<file path="src/rtl/program_loader_pkg.sv">
// Shared types and constants for the boot-time program loader.
// Covers the FSM encoding, error codes, header layout and the image-size check.
package program_loader_pkg;

   localparam int WORD_W = 32;
   localparam int BYTE_W = 8;

   localparam logic [1:0] ERR_NONE = 2'b00;
   localparam logic [1:0] ERR_LEN  = 2'b01;
   localparam logic [1:0] ERR_CSUM = 2'b10;

   typedef enum logic [2:0] {
      ST_IDLE,
      ST_HDR0,
      ST_HDR1,
      ST_DATA,
      ST_WRITE,
      ST_CSUM,
      ST_DONE,
      ST_ERROR
   } state_t;

   // Word count header, sent most-significant byte first.
   typedef struct packed {
      logic [BYTE_W-1:0] hi;
      logic [BYTE_W-1:0] lo;
   } hdr_t;

   function automatic logic image_fits(input hdr_t n, input logic [31:0] capacity);
      return 32'(n) <= capacity;
   endfunction

endpackage

</file>
<file path="src/rtl/word_assembler.sv">
// Collects four bytes little-endian into a 32-bit word with a running XOR checksum.
// word_ready rises combinationally on the cycle the 4th byte is shifted in; no backpressure of its own.
module word_assembler
   import program_loader_pkg::*;
(
   input  logic              clk,
   input  logic              reset,
   input  logic              clear,
   input  logic              shift,
   input  logic [BYTE_W-1:0] byte_in,
   output logic [WORD_W-1:0] word,
   output logic [BYTE_W-1:0] csum,
   output logic              word_ready
);

   logic [1:0] byte_idx;

   // Bytes enter at the top and move down, so the first byte ends in bits 7:0.
   always_ff @(posedge clk) begin
      if (!reset) begin
         word     <= '0;
         csum     <= '0;
         byte_idx <= '0;
      end else if (clear) begin
         csum     <= '0;
         byte_idx <= '0;
      end else if (shift) begin
         word     <= {byte_in, word[WORD_W-1:BYTE_W]};
         csum     <= csum ^ byte_in;
         byte_idx <= byte_idx + 2'd1;
      end
   end

   assign word_ready = shift && (byte_idx == 2'd3);

endmodule

</file>
<file path="src/rtl/program_loader.sv">
// Loads a length-prefixed, XOR-checked byte image into instruction memory and holds the CPU until it verifies.
// One cycle from a word's 4th byte to imem_we; in_ready depends on state only and drops during the write cycle.
module program_loader
   import program_loader_pkg::*;
#(
   parameter int ADDR_W    = 8,
   parameter int BASE_ADDR = 0
) (
   input  logic              clk,
   input  logic              reset,
   input  logic              load_start,
   input  logic              in_valid,
   input  logic [7:0]        in_data,
   output logic              in_ready,
   output logic              imem_we,
   output logic [ADDR_W-1:0] imem_addr,
   output logic [31:0]       imem_wdata,
   output logic              cpu_hold,
   output logic              load_done,
   output logic              load_err,
   output logic [1:0]        err_code
);

   localparam logic [31:0] CAPACITY = 32'((1 << ADDR_W) - BASE_ADDR);

   state_t            state, state_nx;
   logic [BYTE_W-1:0] hdr_hi;
   hdr_t              hdr_n;
   logic [15:0]       remaining;
   logic [ADDR_W-1:0] addr;
   logic [1:0]        err;
   logic              xfer;
   logic              load_go;
   logic              asm_shift;
   logic              word_ready;
   logic [BYTE_W-1:0] csum;
   logic [WORD_W-1:0] word;

   assign xfer      = in_valid && in_ready;
   assign hdr_n     = '{hi: hdr_hi, lo: in_data};
   assign asm_shift = xfer && (state == ST_DATA);

   word_assembler u_asm (
      .clk        (clk),
      .reset      (reset),
      .clear      (load_go),
      .shift      (asm_shift),
      .byte_in    (in_data),
      .word       (word),
      .csum       (csum),
      .word_ready (word_ready)
   );

   always_ff @(posedge clk) begin
      if (!reset) begin
         state <= ST_IDLE;
      end else begin
         state <= state_nx;
      end
   end

   always_comb begin
      state_nx  = state;
      load_go   = 1'b0;
      in_ready  = 1'b0;
      imem_we   = 1'b0;
      cpu_hold  = 1'b1;
      load_done = 1'b0;
      load_err  = 1'b0;
      case (state)
         ST_IDLE: begin
            if (load_start) begin
               state_nx = ST_HDR0;
               load_go  = 1'b1;
            end
         end
         ST_HDR0: begin
            in_ready = 1'b1;
            if (xfer) state_nx = ST_HDR1;
         end
         ST_HDR1: begin
            in_ready = 1'b1;
            if (xfer) begin
               if (!image_fits(hdr_n, CAPACITY)) state_nx = ST_ERROR;
               else if (hdr_n == '0)             state_nx = ST_CSUM;
               else                              state_nx = ST_DATA;
            end
         end
         ST_DATA: begin
            in_ready = 1'b1;
            if (word_ready) state_nx = ST_WRITE;
         end
         ST_WRITE: begin
            imem_we  = 1'b1;
            state_nx = (remaining == 16'd1) ? ST_CSUM : ST_DATA;
         end
         ST_CSUM: begin
            in_ready = 1'b1;
            if (xfer) state_nx = (in_data == csum) ? ST_DONE : ST_ERROR;
         end
         ST_DONE: begin
            cpu_hold  = 1'b0;
            load_done = 1'b1;
            if (load_start) begin
               state_nx = ST_HDR0;
               load_go  = 1'b1;
            end
         end
         ST_ERROR: begin
            load_err = 1'b1;
            if (load_start) begin
               state_nx = ST_HDR0;
               load_go  = 1'b1;
            end
         end
         default: state_nx = ST_IDLE;
      endcase
   end

   always_ff @(posedge clk) begin
      if (!reset) begin
         hdr_hi    <= '0;
         remaining <= '0;
         addr      <= ADDR_W'(BASE_ADDR);
         err       <= ERR_NONE;
      end else begin
         if (load_go) begin
            hdr_hi    <= '0;
            remaining <= '0;
            addr      <= ADDR_W'(BASE_ADDR);
            err       <= ERR_NONE;
         end
         if (state == ST_HDR0 && xfer) hdr_hi <= in_data;
         if (state == ST_HDR1 && xfer) begin
            remaining <= 16'(hdr_n);
            if (!image_fits(hdr_n, CAPACITY)) err <= ERR_LEN;
         end
         // Hold the address on the last word so a full-depth image never wraps.
         if (state == ST_WRITE) begin
            remaining <= remaining - 16'd1;
            if (remaining != 16'd1) addr <= addr + 1'b1;
         end
         if (state == ST_CSUM && xfer && in_data != csum) err <= ERR_CSUM;
      end
   end

   assign imem_addr  = addr;
   assign imem_wdata = word;
   assign err_code   = err;

endmodule

</file>
<file path="config.mk">
export PLATFORM = sky130hd
export DESIGN_NAME = program_loader
export DESIGN_NICKNAME = d
export VERILOG_FILES = /design/src/rtl/program_loader_pkg.sv /design/src/rtl/word_assembler.sv /design/src/rtl/program_loader.sv
export SDC_FILE = /design/constraint.sdc
export NUM_CORES = 1
export LEC_CHECK = 0
export ABC_CLOCK_PERIOD_IN_PS = 2900
export BUFFER_PORTS_ARGS = -buffer_cell sky130_fd_sc_hd__clkbuf_2
export CAP_MARGIN = 25
export CORE_MARGIN = 2
export CORE_UTILIZATION = 50
export CTS_CLUSTER_DIAMETER = 150
export DETAILED_ROUTE_END_ITERATION = 6
export PLACE_DENSITY = 0.72
export SYNTH_ARGS = -nofsm -noshare
export SYNTH_HDL_FRONTEND = slang
export SYNTH_SLANG_ARGS = --single-unit
</file>
<file path="constraint.sdc">
create_clock -name clk -period 2.9 [get_ports clk]
set_input_delay 0.58 -clock clk [delete_from_list [all_inputs] [get_ports clk]]
set_output_delay 0.58 -clock clk [all_outputs]
set_load 0.02 [all_outputs]
</file>
==> summary.md, run 1 <==
| Metric | Value |
|---|---|
| Outcome | completed |
| Routed len/inst | around 14 um |
| CTS clock-pin slew for the worst setup and hold paths | 90 ps |
| LEAKAGE | 1.52 nW |
| Routed wire length | 8400 um |
| Max Clock Freq | ~380 MHz |
| Slowest-stage cell, CP | dfxtp_1 |
| CP max FO | 13 |
| Std cell rows | 30 |
| Root Driver | clkbuf_8 |
| FILL cells | between 600 and 700 |
| Most used DFF post-synth | dfxtp_1 |
| Clk buf depth | 2 |
| Initial core utilization | 0.522 |
| RSZ-0062 raised after global routing | no |
| WHS | around 460 ps |
| Most common cell after layout, fill and taps aside | nand2_1 |
| Seq/Total Area, Yosys | 0.441 |
| Port bufs | 58 |
| Netlist cell types | 53 |
| HPWL Detailed | around 6000 um |
| Final routed DRC violation total | 0 |
| Peak VDD IR | about 0.00039 V |
| Share of layout cells above drive strength 1 | 0.192 |
| Crit-path max cell delay | 440 ps |
| TritonCTS clock tree | built |
| Clock Skew | 14.1 ps |
| ANT nets after route | 0 |
| Fin crit share | 0.915 |
| Placed inst area | between 3000 and 4000 um2 |
| Initial antenna violation count | 0 |
| Post-CTS Resized | 0 |
| Fin nets | about 520 |
| Core Area | between 6000 and 7000 um2 |
| Remaining Overflow, GRT | 0 |
| Clk_lat worst skew | between 300 and 400 ps |
| Cell Pwr Density | 866 nW/um2 |
| Commonest non-fill, non-tap cells in the layout | nand2_1, dfxtp_1, a21oi_1, clkbuf_2, nor2_1 |
| Final setup violation count | 0 |
| Final cell count without fillers | 600 |
| Post-CTS setup buffer count | 0 |
| Die footprint | approximately 8000 um2 |
| Critical setup path kind | reg2out |
| Placer Congestion | 0.902 |
| Worst Max-Slew Pin Slew | between 1000 and 1500 ps |
| Slew Limit Fails | 0 |
| Synthesized instance count | about 450 |
| Post-synth EDFFs | 0 |
| Die width | ~89 um |
| Drt first-iter violations | between 150 and 200 |
| Cell Chain, Critical Path | buf_4 -> nor2b_1 -> nand2_1 -> inv_2 -> clkbuf_2 |
| Ports | about 60 |
| DR vias | around 3300 |
| DP Worst Slack | a little over 500 ps |
| Chip height | just under 90 um |
| Cts bufs inserted | 9 |
| Placed insts | between 500 and 600 |
| Hold bufs inserted after CTS | 0 |
| Vias in the first global route | 2840 |
| Max-cap violations | 0 |
| Fin. Hold Viols | 0 |
| Worst setup EP type | primary output |
| Fraction of registers with async set or reset after synthesis | 0 |
| Sequential cell area | 1580 um2 |
| Final instance area | 4150 um2 |
| Syn Std Cell Area | ~3600 um2 |
| Setup ws final | 246 ps |
| Worst R2R Setup Slack | between 400 and 500 ps |
| Synth-to-layout area growth | 15.8% |
| H-tree levels | 3 |
| First-pass GRT wire length | about 14000 um |
| Fin crit period | 2650 ps |
| Ant diodes | 0 |
| Via density | approximately 5.5 |
| Pin count of the biggest net entering global routing | between 40 and 50 |
| Multi-input gate area | roughly 1900 um2 |
| Syn Area/Cell | ~8 um2 |
| GRT Util Overall | 0.220 |
| # clock sinks | around 80 |
| Arrival time worst endpoint | around 2100 ps |
| Nature of the critical path startpoint | flip-flop |
| Synthesized Nets | ~460 |
| First-pass iteration count of the detailed router | 5 |
| Max transition margin | 0.328 |
| Seq cells post-synth | between 70 and 80 |
| Setup tns final | 0 ps |
| Ys Warns | 0 |
| Min-delay worst type | reg2reg |
| WP data required | ~2300 ps |
## metal layers
metal,vias to the layer above,share of wire,track usage
li1,1666,-,-
met1,1514,0.48,0.318
met2,109,0.44,0.315
met3,15,0.052,0.0410
met4,0,0.023,0.102
met5,-,0,0
## registers in the layout, indices dropped and copies added (netlist names)
name,count
u_asm.csum,8
hdr_hi,8
u_asm.byte_idx,2
remaining,16
imem_addr,8
state,3
u_asm.word,32
err_code,2
## synth_stat cells, types with 8 or more instances
cell	number	area, um2
o21ai_0	11	55.1
inv_1	9	33.8
nand3_1	21	105
clkbuf_1	17	63.8
a31oi_1	8	50.1
nand2_1	95	357
xnor2_1	14	123
nor2_1	29	109
a21oi_1	61	305
dfxtp_1	79	1580
xor2_1	8	70.1
nor3_1	10	50.1
## final timing paths
kind                         startpoint                          to  cells past startpoint
min reg2reg  u_asm.word[7]$_SDFFE_PN0P_  u_asm.word[7]$_SDFFE_PN0P_                      2
min          u_asm.word[7]$_SDFFE_PN0P_  u_asm.word[7]$_SDFFE_PN0P_                      2
max               state[2]$_SDFFE_PN0P_                     imem_we                      5
max reg2reg       state[1]$_SDFFE_PN0P_  remaining[13]$_SDFFE_PN0P_                      6
## power by group
group	internal [W]	switching [W]
registers	0.00120	0.000176
clock network	0.000345	0.000433
logic	0.000562	0.000875
## layout make-up
class | instances | share of cell area
clock buffer | 10 | 0.0332
clock inverter | 6 | 0.0121
inverter | 11 | 0.00995
multi-input combinational | 332 | 0.451
sequential | 79 | 0.381
tap | 96 | 0.0289
timing repair buffer | 66 | 0.0844
## worst max-delay path, delay by kind of cell, from the launching register on
family	cells	cell delay, ps
buffers and inverters	3	680
and+or+nand+nor	2	590
DFF	1	440
## metrics by stage
| stage | util | total power, W |
|---|---|---|
| after floorplan | - | 0.00249 |
| after global placement | 0.577 | 0.00279 |
| after detailed placement | 0.577 | 0.00282 |
| after CTS | 0.604 | 0.00360 |
| after global routing | 0.604 | 0.00384 |
| final | 0.604 | 0.00359 |
## logic make-up after synthesis
kind of cell | count (synthesis) | share of synthesized area
fa+ha+maj | 4 | 0.0140
mux | 5 | 0.0143
simple gates | 186 | 0.247
buf+inv | 36 | 0.0412
xor+xnor | 22 | 0.0537
flops | 79 | 0.441
compound gates | 115 | 0.189
Note: power is estimated with default switching activity, not from simulation.
==> run 2, diff against run 1 <==
SYNTH_HIERARCHICAL = 1   (was not set)
==> run 2 against run 1 <==
Against the previous run: flip-flop and latch count did not move; clock-buffer cell count did not move; synthesized cell count rose by 3.8%; clock skew barely moved; non-clock buffer count fell by 2.
==> summary.md, run 2 <==
| Metric | Value |
|---|---|
| Placer Congestion | 0.869 (-3.7%) |
| WP data required | 2320 ps (about the same) |
| HPWL Detailed | 6150 um (+2.4%) |
| Met1 Usage GRT | 0.309 (-0.00911) |
| Seq cells post-synth | 79 (unchanged) |
| Remaining Overflow, GRT | 0 (unchanged) |
| Most used DFF post-synth | dfxtp_1 |
| Die footprint | 8430 um2 (+7.1%) |
| Syn Area/Cell | 8.31 um2 (+3.5%) |
| Sequential cell area | 1580 um2 (unchanged) |
| TritonCTS clock tree | built |
| Max Clock Freq | 426 MHz (+13%) |
| Fin. Hold Viols | 0 (unchanged) |
| Worst Max-Slew Pin Slew | 837 ps (-172 ps) |
| Met2 GRT Util | 0.344 (+0.0296) |
| DR vias | 3407 (+3.1%) |
| # clock sinks | 79 (unchanged) |
| R2R Path End | state[0]$_SDFFE_PN0P_ |
| Netlist cell types | 63 (+19%) |
| Setup tns final | 0 ps (unchanged) |
| H-tree levels | 3 (unchanged) |
| Syn Std Cell Area | 3850 um2 (+7.5%) |
| Drt first-iter violations | 190 (+23%) |
| Outcome | completed |
| Fin crit period | 2350 ps (-307 ps) |
| Placed insts | 604 (+3.4%) |
| Multi-input gate area | 2070 um2 (+11%) |
| RSZ-0062 raised after global routing | no |
| LEAKAGE | 1.67 nW (+9.4%) |
| Final routed DRC violation total | 0 (unchanged) |
| GRT busiest layer | met2 |
| Ports | 59 (unchanged) |
| Arrival time worst endpoint | 1770 ps (-300 ps) |
| Most common cell after layout, fill and taps aside | nand2_1 |
| Max-cap violations | 0 (unchanged) |
| Reg2Reg Depth | 9 (+3) |
| Initial core utilization | 0.507 (-0.0155) |
| Core Area | 7610 um2 (+11%) |
| Std cell rows | 32 (+6.7%) |
| Max reg flops | 32 (unchanged) |
| Ant diodes | 0 (unchanged) |
| ANT nets after route | 0 (unchanged) |
| Via density | 5.50 (-0.21%) |
| Synth-to-layout area growth | 13.2% |
| Clk_lat worst skew | 350 ps (about the same) |
| Final cell count without fillers | 620 (+3.3%) |
| Post-CTS setup buffer count | 0 (unchanged) |
| Setup ws final | 554 ps (+307 ps) |
| Routed wire length | 9020 um (+7.4%) |
| CP max FO | 17 (+4) |
| Met3 Use GR | 0.0477 (+0.00661) |
| Clk buf depth | 2 (unchanged) |
| Commonest non-fill, non-tap cells in the layout | nand2_1, dfxtp_1, clkbuf_2, nor2_1, a21boi_1 |
| Synthesized Nets | 480 (+3.7%) |
| First-pass iteration count of the detailed router | 4 (-1) |
| Hold bufs inserted after CTS | 0 (unchanged) |
| DP Worst Slack | 728 ps (+217 ps) |
| Cell Pwr Density | 874 nW/um2 (+0.96%) |
| Post-synth EDFFs | 0 (unchanged) |
| Vias in the first global route | 3160 (+11%) |
| Fin nets | 529 (+2.7%) |
| Pin count of the biggest net entering global routing | 33 (-23%) |
| Min-delay worst type | reg2reg |
| Share of layout cells above drive strength 1 | 0.197 (+0.00445) |
| Post-synth top cells | nand2_1, dfxtp_1, nor2_1, a21boi_1, a21oi_1 |
| Fin crit share | 0.809 (-0.106) |
| Most common cell in the netlist | nand2_1 |
| Chip height | 91.8 um (+3.5%) |
| Leading area contributor after synthesis | dfxtp_1 |
| Share of the synthesized area in the top cell type | 0.410 (-0.0306) |
| Peak VDD IR | 0.000321 V (-17%) |
| Post-CTS Resized | 0 (unchanged) |
| Slew Limit Fails | 0 (unchanged) |
| Initial antenna violation count | 0 (unchanged) |
| Fraction of registers with async set or reset after synthesis | 0 (unchanged) |
| CTS clock-pin slew for the worst setup and hold paths | 90 ps (about the same) |
| Nature of the critical path startpoint | flip-flop |
| Die width | 91.8 um (+3.5%) |
| Ys Warns | 6 (+6) |
| Synth top area cells | dfxtp_1, nand2_1, a21boi_1 |
| Worst r2r src | state[2]$_SDFFE_PN0P_ |
| Routed len/inst | 14.6 um (+3.9%) |
| Final setup violation count | 0 (unchanged) |
| Seq/Total Area, Yosys | 0.410 (-0.0306) |
| Port bufs | 58 (unchanged) |
| Worst R2R Setup Slack | 690 ps (+210 ps) |
| Registers with the most flip-flops | u_asm/word (32), remaining (16) |
| GRT Util Overall | 0.224 (+0.00464) |
| Hold depth | 2 (unchanged) |
| First-pass GRT wire length | 15300 um (+12%) |
| Worst Hold Path EP | u_asm/word[4]$_SDFFE_PN0P_ |
| FILL cells | 731 (+12%) |
| Cts bufs inserted | 9 (unchanged) |
| Hold Crit Start | u_asm/word[4]$_SDFFE_PN0P_ |
| Most flops, register | u_asm/word |
| Synthesized instance count | 464 (+3.8%) |
| Root Driver | clkbuf_8 |
| Clock Skew | 14.1 ps (+0.0115 ps) |
| Max transition margin | 0.438 (+0.110) |
| Critical setup path kind | reg2out |
| Worst setup EP type | primary output |
## run 2: cell types whose count changed after synthesis, sizes merged, moves of 6 or more
cell / delta
a21oi: -39
a21boi: +32
buf: +8
clkbuf: -7
a22o: +6
o2bb2ai: +6
## run 2: final cells by class
class,instances,area share
flip-flops and latches,79,0.362
clock buffers,10,0.0315
multi-input cells,350,0.475
repair buffers,64,0.0768
clock inverters,6,0.0166
well taps,102,0.0292
inverters,9,0.00831
## run 2: cells by family (layout without fill, tap and decap cells)
group                      after synthesis  in the layout  synth area share
buffers and inverters                   35             89            0.0523
adders and majority gates                4              4            0.0130
muxes                                    2              2           0.00552
DFF                                     79             79             0.410
xor gates and xnor gates                23             23            0.0523
AOI/OAI and AO/OA                      118            118             0.213
and+or+nand+nor                        203            203             0.254
## run 2: worst max-delay path by stage
stage / from / to / slack [ps] / cells past startpoint
2_1_floorplan: state[2]$_SDFFE_PN0P_ / state[0]$_SDFFE_PN0P_ / 970 / 11
3_3_place_gp: state[2]$_SDFFE_PN0P_ / state[0]$_SDFFE_PN0P_ / 810 / 9
3_5_place_dp: state[2]$_SDFFE_PN0P_ / state[0]$_SDFFE_PN0P_ / 730 / 9
4_1_cts: state[0]$_SDFFE_PN0P_ / imem_we / 540 / 4
5_1_grt: state[0]$_SDFFE_PN0P_ / imem_we / 390 / 4
6_report: state[0]$_SDFFE_PN0P_ / imem_we / 550 / 4
## run 2: worst max-delay path: stages (launching register included)
cell      delay (ps)
dfxtp_1          570
clkinv_2         210
nand3_4          250
clkinv_2         190
clkbuf_2         200
## run 2: through the flow
| step | utilization | hold slack [ps] | area (um2) | total power [W] |
|---|---|---|---|---|
| after floorplan | - | 458 | 3850 | 0.00268 |
| after global placement | 0.546 | 442 | 4150 | 0.00292 |
| after detailed placement | 0.546 | 445 | 4150 | 0.00296 |
| after CTS | 0.574 | 458 | 4360 | 0.00383 |
| after global routing | 0.574 | 493 | 4360 | 0.00409 |
| final | 0.574 | 456 | 4360 | 0.00381 |
## run 2: power by group
part | total, W | internal [W] | leakage (nW) | switching [W]
combinational | 0.00153 | 0.000629 | 0.923 | 0.000897
sequential | 0.00142 | 0.00121 | 0.638 | 0.000207
clock | 0.000873 | 0.000434 | 0.104 | 0.000439
## run 2: metal layers
layer / routed length, um / vias to the layer above
met4: 143 / 0
met2: 4170 / 81
li1: - / 1723
met5: 0 / -
met1: 4170 / 1590
met3: 534 / 13
